File: src/rtl/calc_nport_core.sv
// N-port calculator: two-cycle requests are queued per port and executed
// one per cycle under round-robin arbitration, with a registered response.
module calc_nport_core #(
    parameter int NPORTS = 4,
    parameter int DATA_W = 32,
    parameter int TAG_W  = 2,
    parameter int QDEPTH = 4
) (
    input  logic                     c_clk,
    input  logic                     reset,
    input  logic [NPORTS*4-1:0]      req_cmd_in,
    input  logic [NPORTS*DATA_W-1:0] req_data_in,
    input  logic [NPORTS*TAG_W-1:0]  req_tag_in,
    output logic [NPORTS*2-1:0]      out_resp,
    output logic [NPORTS*DATA_W-1:0] out_data,
    output logic [NPORTS*TAG_W-1:0]  out_tag,
    output logic [NPORTS-1:0]        q_ovf
);
    localparam int RW = $clog2(NPORTS);
    localparam int PW = $clog2(QDEPTH);
    localparam int SW = $clog2(DATA_W);
    localparam logic [1:0] RESP_OK  = 2'd1;
    localparam logic [1:0] RESP_ERR = 2'd2;

    logic [NPORTS-1:0] nonempty;
    logic [3:0]        head_cmd [NPORTS];
    logic [TAG_W-1:0]  head_tag [NPORTS];
    logic [DATA_W-1:0] head_op1 [NPORTS];
    logic [DATA_W-1:0] head_op2 [NPORTS];

    logic [RW-1:0] rr;
    logic          gnt_valid;
    logic [RW-1:0] gnt_port;

    for (genvar p = 0; p < NPORTS; p++) begin : g_port
        logic              busy;
        logic [3:0]        cap_cmd;
        logic [TAG_W-1:0]  cap_tag;
        logic [DATA_W-1:0] cap_op1;
        logic [PW-1:0]     wp;
        logic [PW-1:0]     rp;
        logic [PW:0]       cnt;
        logic              ovf;
        logic [3:0]        m_cmd [QDEPTH];
        logic [TAG_W-1:0]  m_tag [QDEPTH];
        logic [DATA_W-1:0] m_op1 [QDEPTH];
        logic [DATA_W-1:0] m_op2 [QDEPTH];
        logic              full;
        logic              push;
        logic              pop;
        logic [3:0]        cmd;

        assign cmd  = req_cmd_in[p*4 +: 4];
        // Fullness is judged on the count before this cycle's pop.
        assign full = (cnt == (PW+1)'(QDEPTH));
        assign push = busy && !full;
        assign pop  = gnt_valid && (gnt_port == RW'(p));

        always_ff @(posedge c_clk or posedge reset) begin
            if (reset) begin
                busy    <= 1'b0;
                cap_cmd <= '0;
                cap_tag <= '0;
                cap_op1 <= '0;
                wp      <= '0;
                rp      <= '0;
                cnt     <= '0;
                ovf     <= 1'b0;
            end else begin
                if (busy) begin
                    busy <= 1'b0;
                end else if (cmd != 4'd0) begin
                    busy    <= 1'b1;
                    cap_cmd <= cmd;
                    cap_tag <= req_tag_in[p*TAG_W +: TAG_W];
                    cap_op1 <= req_data_in[p*DATA_W +: DATA_W];
                end
                if (busy && full) ovf <= 1'b1;
                if (push) wp <= wp + PW'(1);
                if (pop) rp <= rp + PW'(1);
                if (push && !pop) cnt <= cnt + (PW+1)'(1);
                else if (!push && pop) cnt <= cnt - (PW+1)'(1);
            end
        end

        always_ff @(posedge c_clk) begin
            if (push) begin
                m_cmd[wp] <= cap_cmd;
                m_tag[wp] <= cap_tag;
                m_op1[wp] <= cap_op1;
                m_op2[wp] <= req_data_in[p*DATA_W +: DATA_W];
            end
        end

        assign nonempty[p] = (cnt != '0);
        assign head_cmd[p] = m_cmd[rp];
        assign head_tag[p] = m_tag[rp];
        assign head_op1[p] = m_op1[rp];
        assign head_op2[p] = m_op2[rp];
        assign q_ovf[p]    = ovf;
    end

    always_comb begin
        int            k;
        logic [RW-1:0] idx;
        k         = 0;
        idx       = '0;
        gnt_valid = 1'b0;
        gnt_port  = '0;
        for (int i = 0; i < NPORTS; i++) begin
            k   = (int'(rr) + i) % NPORTS;
            idx = RW'(k);
            if (!gnt_valid && nonempty[idx]) begin
                gnt_valid = 1'b1;
                gnt_port  = idx;
            end
        end
    end

    logic [3:0]        x_cmd;
    logic [TAG_W-1:0]  x_tag;
    logic [DATA_W-1:0] x_op1;
    logic [DATA_W-1:0] x_op2;
    logic [DATA_W:0]   x_sum;
    logic [DATA_W-1:0] x_data;
    logic [1:0]        x_resp;

    always_comb begin
        x_cmd  = head_cmd[gnt_port];
        x_tag  = head_tag[gnt_port];
        x_op1  = head_op1[gnt_port];
        x_op2  = head_op2[gnt_port];
        x_sum  = {1'b0, x_op1} + {1'b0, x_op2};
        x_resp = RESP_ERR;
        x_data = '0;
        case (x_cmd)
            4'd1: begin
                if (!x_sum[DATA_W]) begin
                    x_resp = RESP_OK;
                    x_data = x_sum[DATA_W-1:0];
                end
            end
            4'd2: begin
                if (x_op2 <= x_op1) begin
                    x_resp = RESP_OK;
                    x_data = x_op1 - x_op2;
                end
            end
            4'd5: begin
                x_resp = RESP_OK;
                x_data = x_op1 << x_op2[SW-1:0];
            end
            4'd6: begin
                x_resp = RESP_OK;
                x_data = x_op1 >> x_op2[SW-1:0];
            end
            default: begin
                x_resp = RESP_ERR;
                x_data = '0;
            end
        endcase
    end

    logic              rsp_valid;
    logic [RW-1:0]     rsp_port;
    logic [1:0]        rsp_resp;
    logic [DATA_W-1:0] rsp_data;
    logic [TAG_W-1:0]  rsp_tag;

    always_ff @(posedge c_clk or posedge reset) begin
        if (reset) begin
            rr        <= '0;
            rsp_valid <= 1'b0;
            rsp_port  <= '0;
            rsp_resp  <= '0;
            rsp_data  <= '0;
            rsp_tag   <= '0;
        end else begin
            rsp_valid <= gnt_valid;
            if (gnt_valid) begin
                rsp_port <= gnt_port;
                rsp_resp <= x_resp;
                rsp_data <= x_data;
                rsp_tag  <= x_tag;
                rr <= (gnt_port == RW'(NPORTS-1)) ? '0 : gnt_port + RW'(1);
            end
        end
    end

    always_comb begin
        out_resp = '0;
        out_data = '0;
        out_tag  = '0;
        if (rsp_valid) begin
            out_resp[rsp_port*2 +: 2]           = rsp_resp;
            out_data[rsp_port*DATA_W +: DATA_W] = rsp_data;
            out_tag[rsp_port*TAG_W +: TAG_W]    = rsp_tag;
        end
    end

endmodule

File: config.mk
export PLATFORM = sky130hd
export DESIGN_NAME = calc_nport_core
export DESIGN_NICKNAME = d
export VERILOG_FILES = /design/src/rtl/calc_nport_core.sv
export SDC_FILE = /design/constraint.sdc
export NUM_CORES = 2
export LEC_CHECK = 0
export BUFFER_PORTS_ARGS = -buffer_cell sky130_fd_sc_hd__buf_4
export CAP_MARGIN = 20
export CORE_MARGIN = 3
export CORE_UTILIZATION = 40
export CTS_BUF_LIST = sky130_fd_sc_hd__clkbuf_16
export CTS_CLUSTER_SIZE = 30
export DETAILED_ROUTE_END_ITERATION = 10
export HOLD_SLACK_MARGIN = 0.02
export PLACE_DENSITY_LB_ADDON = 0.1
export SYNTH_ARGS = -nofsm -noshare
export SYNTH_HDL_FRONTEND = slang
export SYNTH_SLANG_ARGS = --single-unit
File: constraint.sdc
create_clock -name c_clk -period 12.8 [get_ports c_clk]
set_input_delay 0 -clock c_clk [delete_from_list [all_inputs] [get_ports c_clk]]
set_output_delay 0 -clock c_clk [all_outputs]
set_load 0.005 [all_outputs]
==> qor.csv <==
stage,metric,value,unit
sta,min Tclk post-route,7710,ps
floorplanning,Die X,395,um
critical_path,worst setup path class,reg2reg,
clock_tree,CTS root buf,clkbuf_16,
critical_path,CP Capture Type,flop,
sta,final setup vio count,0,
global_route,antenna violations before repair,12,
synth,adder-cell share of the synthesized area,2.14,%
hold_path,Min-Delay Startpoint,req_data_in[98],
sta,max-slew violations,0,
synth,#FFs+latches synth,1349,
sta,setup TNS,0,ps
final_layout,nets,4664,
critical_path,Worst Path Max Fanout,54,
final_layout,post-route cell area,0.0728,mm^2
synth,ranking of synthesized cells by area,"edfxtp_1 (56%), mux4_2 (10%), dfrtp_1 (9.5%)",
critical_path,startpoint type of the worst setup path,flop,
sta,slew margin rel.,15.3,%
sta,fmax,130,MHz
sta,final hold violation count,0,
synth,Syn Std Cell Area,0.0606,mm^2
global_route,vias in the first global route,37200,
clock_tree,CTS tree,done,
synth,Mapped Cells,3800,
clock_tree,hold bufs inserted after CTS,328,
clock_tree,"CTS clk-pin slew, worst paths",50,ps
route,wire per inst,29.1,um
synth,Synth Area in Compound Gates,7.74,%
place,HPWL after DPL,129000,um
clock_tree,H-tree Lvls,4,
route,first-iteration detailed-routing DRC count,3248,
floorplanning,DIE AREA,0.156,mm^2
critical_path,CP required,13400,ps
synth,ys flop type,edfxtp_1,
flow_run,Max Cap Viol,0,
synth,"Seq/Total Area, Yosys",65.0,%
critical_path,R2R Path End,rsp_data[19],
run_status,status,completed,
final_layout,layout cells sized above 1,23.9,%
critical_path,"Data arrival, critical path",8320,ps
synth,syn_nets,4054,
clock_tree,CTS Buffer Depth,3,
place,placed cell area,0.0647,mm^2
synth,main combinational cell family by area after synthesis,multiplexers,
route,DR vias/cell,5.64,
critical_path,r2r setup slk,5090,ps
place,routability congestion estimate,0.978,
synth,Synth top area share,55.5,%
final_layout,Filler cells,13000,
floorplanning,num ports,302,
route,Post-Route WL,191000,um
sta,worst slew pin tran,1260,ps
route,Remaining DRCs,0,
floorplanning,Die Span Y,395,um
critical_path,Worst R2R Path Depth,23,
place,Port-buffer cells,301,
route,DR vias,37000,
sta,clock skew,24.3,ps
clock_tree,post-CTS setup buffers,0,
clock_tree,Skew-Pair Late Insertion Delay,780,ps
synth,mux cell area share after synthesis,15.5,%
global_route,GRT Overall Usage,24.3,%
synth,"EDFF count, synth",1120,
critical_path,Reg-to-Reg Start,rr[1],
clock_tree,post-cts resize count,0,
hold_path,number of cells on the worst hold path,2,
floorplanning,core area,0.150,mm^2
sta,part of the cycle the worst path needs,60.3,%
hold_path,sink of the worst hold path,g_port[3].m_op2[2][2],
synth,simple-gate share of the synthesized area,6.08,%
sta,unrepaired setup endpoints after global routing,false,
global_route,GR Overflow Total,0,
hold_path,class of the worst hold path,in2reg,
clock_tree,clk sinks,1349,
synth,post-synth cell types,99,
synth,Ys Warns,0,
route,post-route ant nets,0,
clock_tree,total clock buffers created by CTS,148,
synth,"count leader, synth",edfxtp_1,
global_route,largest net degree at the start of global routing,94,
final_layout,area delta synth->final,20.1,%
global_route,first-pass GRT wire length,275000,um
synth,"Avg Cell Area, Syn",15.9,um^2
route,Pre-Repair DR Iteration Count,8,
synth,Yosys top cell by area,edfxtp_1,
floorplanning,initial core utilization,40.3,%
floorplanning,row cnt,142,
synth,asr flop ratio synth,17.0,%
synth,top post-synthesis cells by count,"edfxtp_1 (1120), mux4_2 (281), dfrtp_1 (229), and2_1 (208), nor2_1 (200)",
synth,XOR/XNOR share of the synthesized area,0.680,%
-- cell type report --
cell class	instances	area (um^2)	area share, %
antenna	3	7.51	0.0103
clock buffer	156	3900	5.37
clock inverter	118	847	1.16
inverter	119	468	0.643
multi-input combinational	2100	19600	26.9
sequential	1349	39400	54.1
tap	2016	2520	3.47
timing repair buffer	692	6040	8.31
-- sequential cells by signal, summed over array words and instances, names as in the netlist, 4 cells and up --
register        count
g_port.m_op1      512
g_port.m_op2      512
g_port.cap_op1    128
g_port.m_cmd       64
g_port.m_tag       32
rsp_data           32
g_port.cap_cmd     16
g_port.cnt         12
g_port.cap_tag      8
g_port.rp           8
g_port.wp           8
g_port.busy         4
g_port.ovf          4
-- worst max path at each step --
stage,cells after the start,startpoint,end,slack [ps]
3_5_place_dp,17,g_port[0].rp[0],rsp_data[19],5300
2_1_floorplan,1,reset,g_port[0].busy,6520
3_3_place_gp,23,rr[1],rsp_data[19],5420
6_report,23,rr[1],rsp_data[19],5090
4_1_cts,23,rr[1],rsp_data[19],5270
5_1_grt,23,rr[1],rsp_data[19],4620
-- per-layer routing --
metal  track usage [%]  vias to the layer above  wire length [um]
met3              4.11                      298             11300
met2              40.8                     1311             94400
met1              32.3                    19200             78600
li1                  -                    16200                 -
met5                 0                        -                41
met4              7.92                        6              6670
-- per-stage QoR --
stage          instances  utilization, %  worst slack, ps  hold slack, ps
2_1_floorplan       3800               -             6520            98.9
3_3_place_gp        5946            43.1             5420             203
3_5_place_dp        5948            43.1             5300             200
4_1_cts             6550            48.5             5270            20.9
5_1_grt             6550            48.5             4620            52.5
6_report            6553            48.5             5090            65.4
-- placed cells by master (no fill, tap or decap), drive strengths merged, types with 10 or more instances in the layout --
| cell type | n |
|---|---|
| and2 | 210 |
| edfxtp | 1120 |
| dfrtp | 229 |
| bufinv | 10 |
| nor2 | 204 |
| o21bai | 14 |
| o31ai | 16 |
| o22ai | 13 |
| mux2i | 130 |
| a22o | 16 |
| a22oi | 18 |
| nor3 | 28 |
| mux4 | 281 |
| o211ai | 71 |
| buf | 364 |
| xnor2 | 34 |
| a221o | 44 |
| clkinv | 65 |
| o21ai | 84 |
| a222oi | 14 |
| nand3 | 48 |
| clkbuf | 156 |
| a211oi | 20 |
| dlygate4sd3 | 328 |
| xor2 | 13 |
| a21oi | 137 |
| a21o | 20 |
| a31oi | 22 |
| inv | 159 |
| nor2b | 11 |
| o221ai | 10 |
| mux2 | 158 |
| nand2 | 182 |
| o21a | 36 |
| nand4 | 12 |
| ha | 94 |
| a221oi | 35 |
| nand2b | 10 |
-- logic make-up (layout without fill, tap and decap cells) --
group           after synthesis  in the layout
simple gates                741            741
flops                      1349           1349
fa+ha+maj                   100            100
other cells                   0              3
mux                         569            569
compound gates              643            643
buf+inv                     351           1085
xor+xnor                     47             47
-- worst max-delay path, stage by stage (launching register included) --
cell and delay [ps]:
dfrtp_1 460, nor4b_2 200, or3_1 350, buf_4 330, nand3_4 210, buf_4 520
buf_4 670, a221oi_4 290, nor2_4 130, buf_4 340, ha_1 240, inv_1 60
fa_1 480, nand2b_1 100, a21oi_1 80, o21ai_0 370, a21oi_1 230, nor2_1 350
o211ai_1 310, o21ai_2 500, buf_4 420, o22ai_1 110, o21ai_0 500, a41oi_1 190
Power is not shown: default switching activity piles up to over one toggle a cycle in this logic, so the estimate is an artifact.
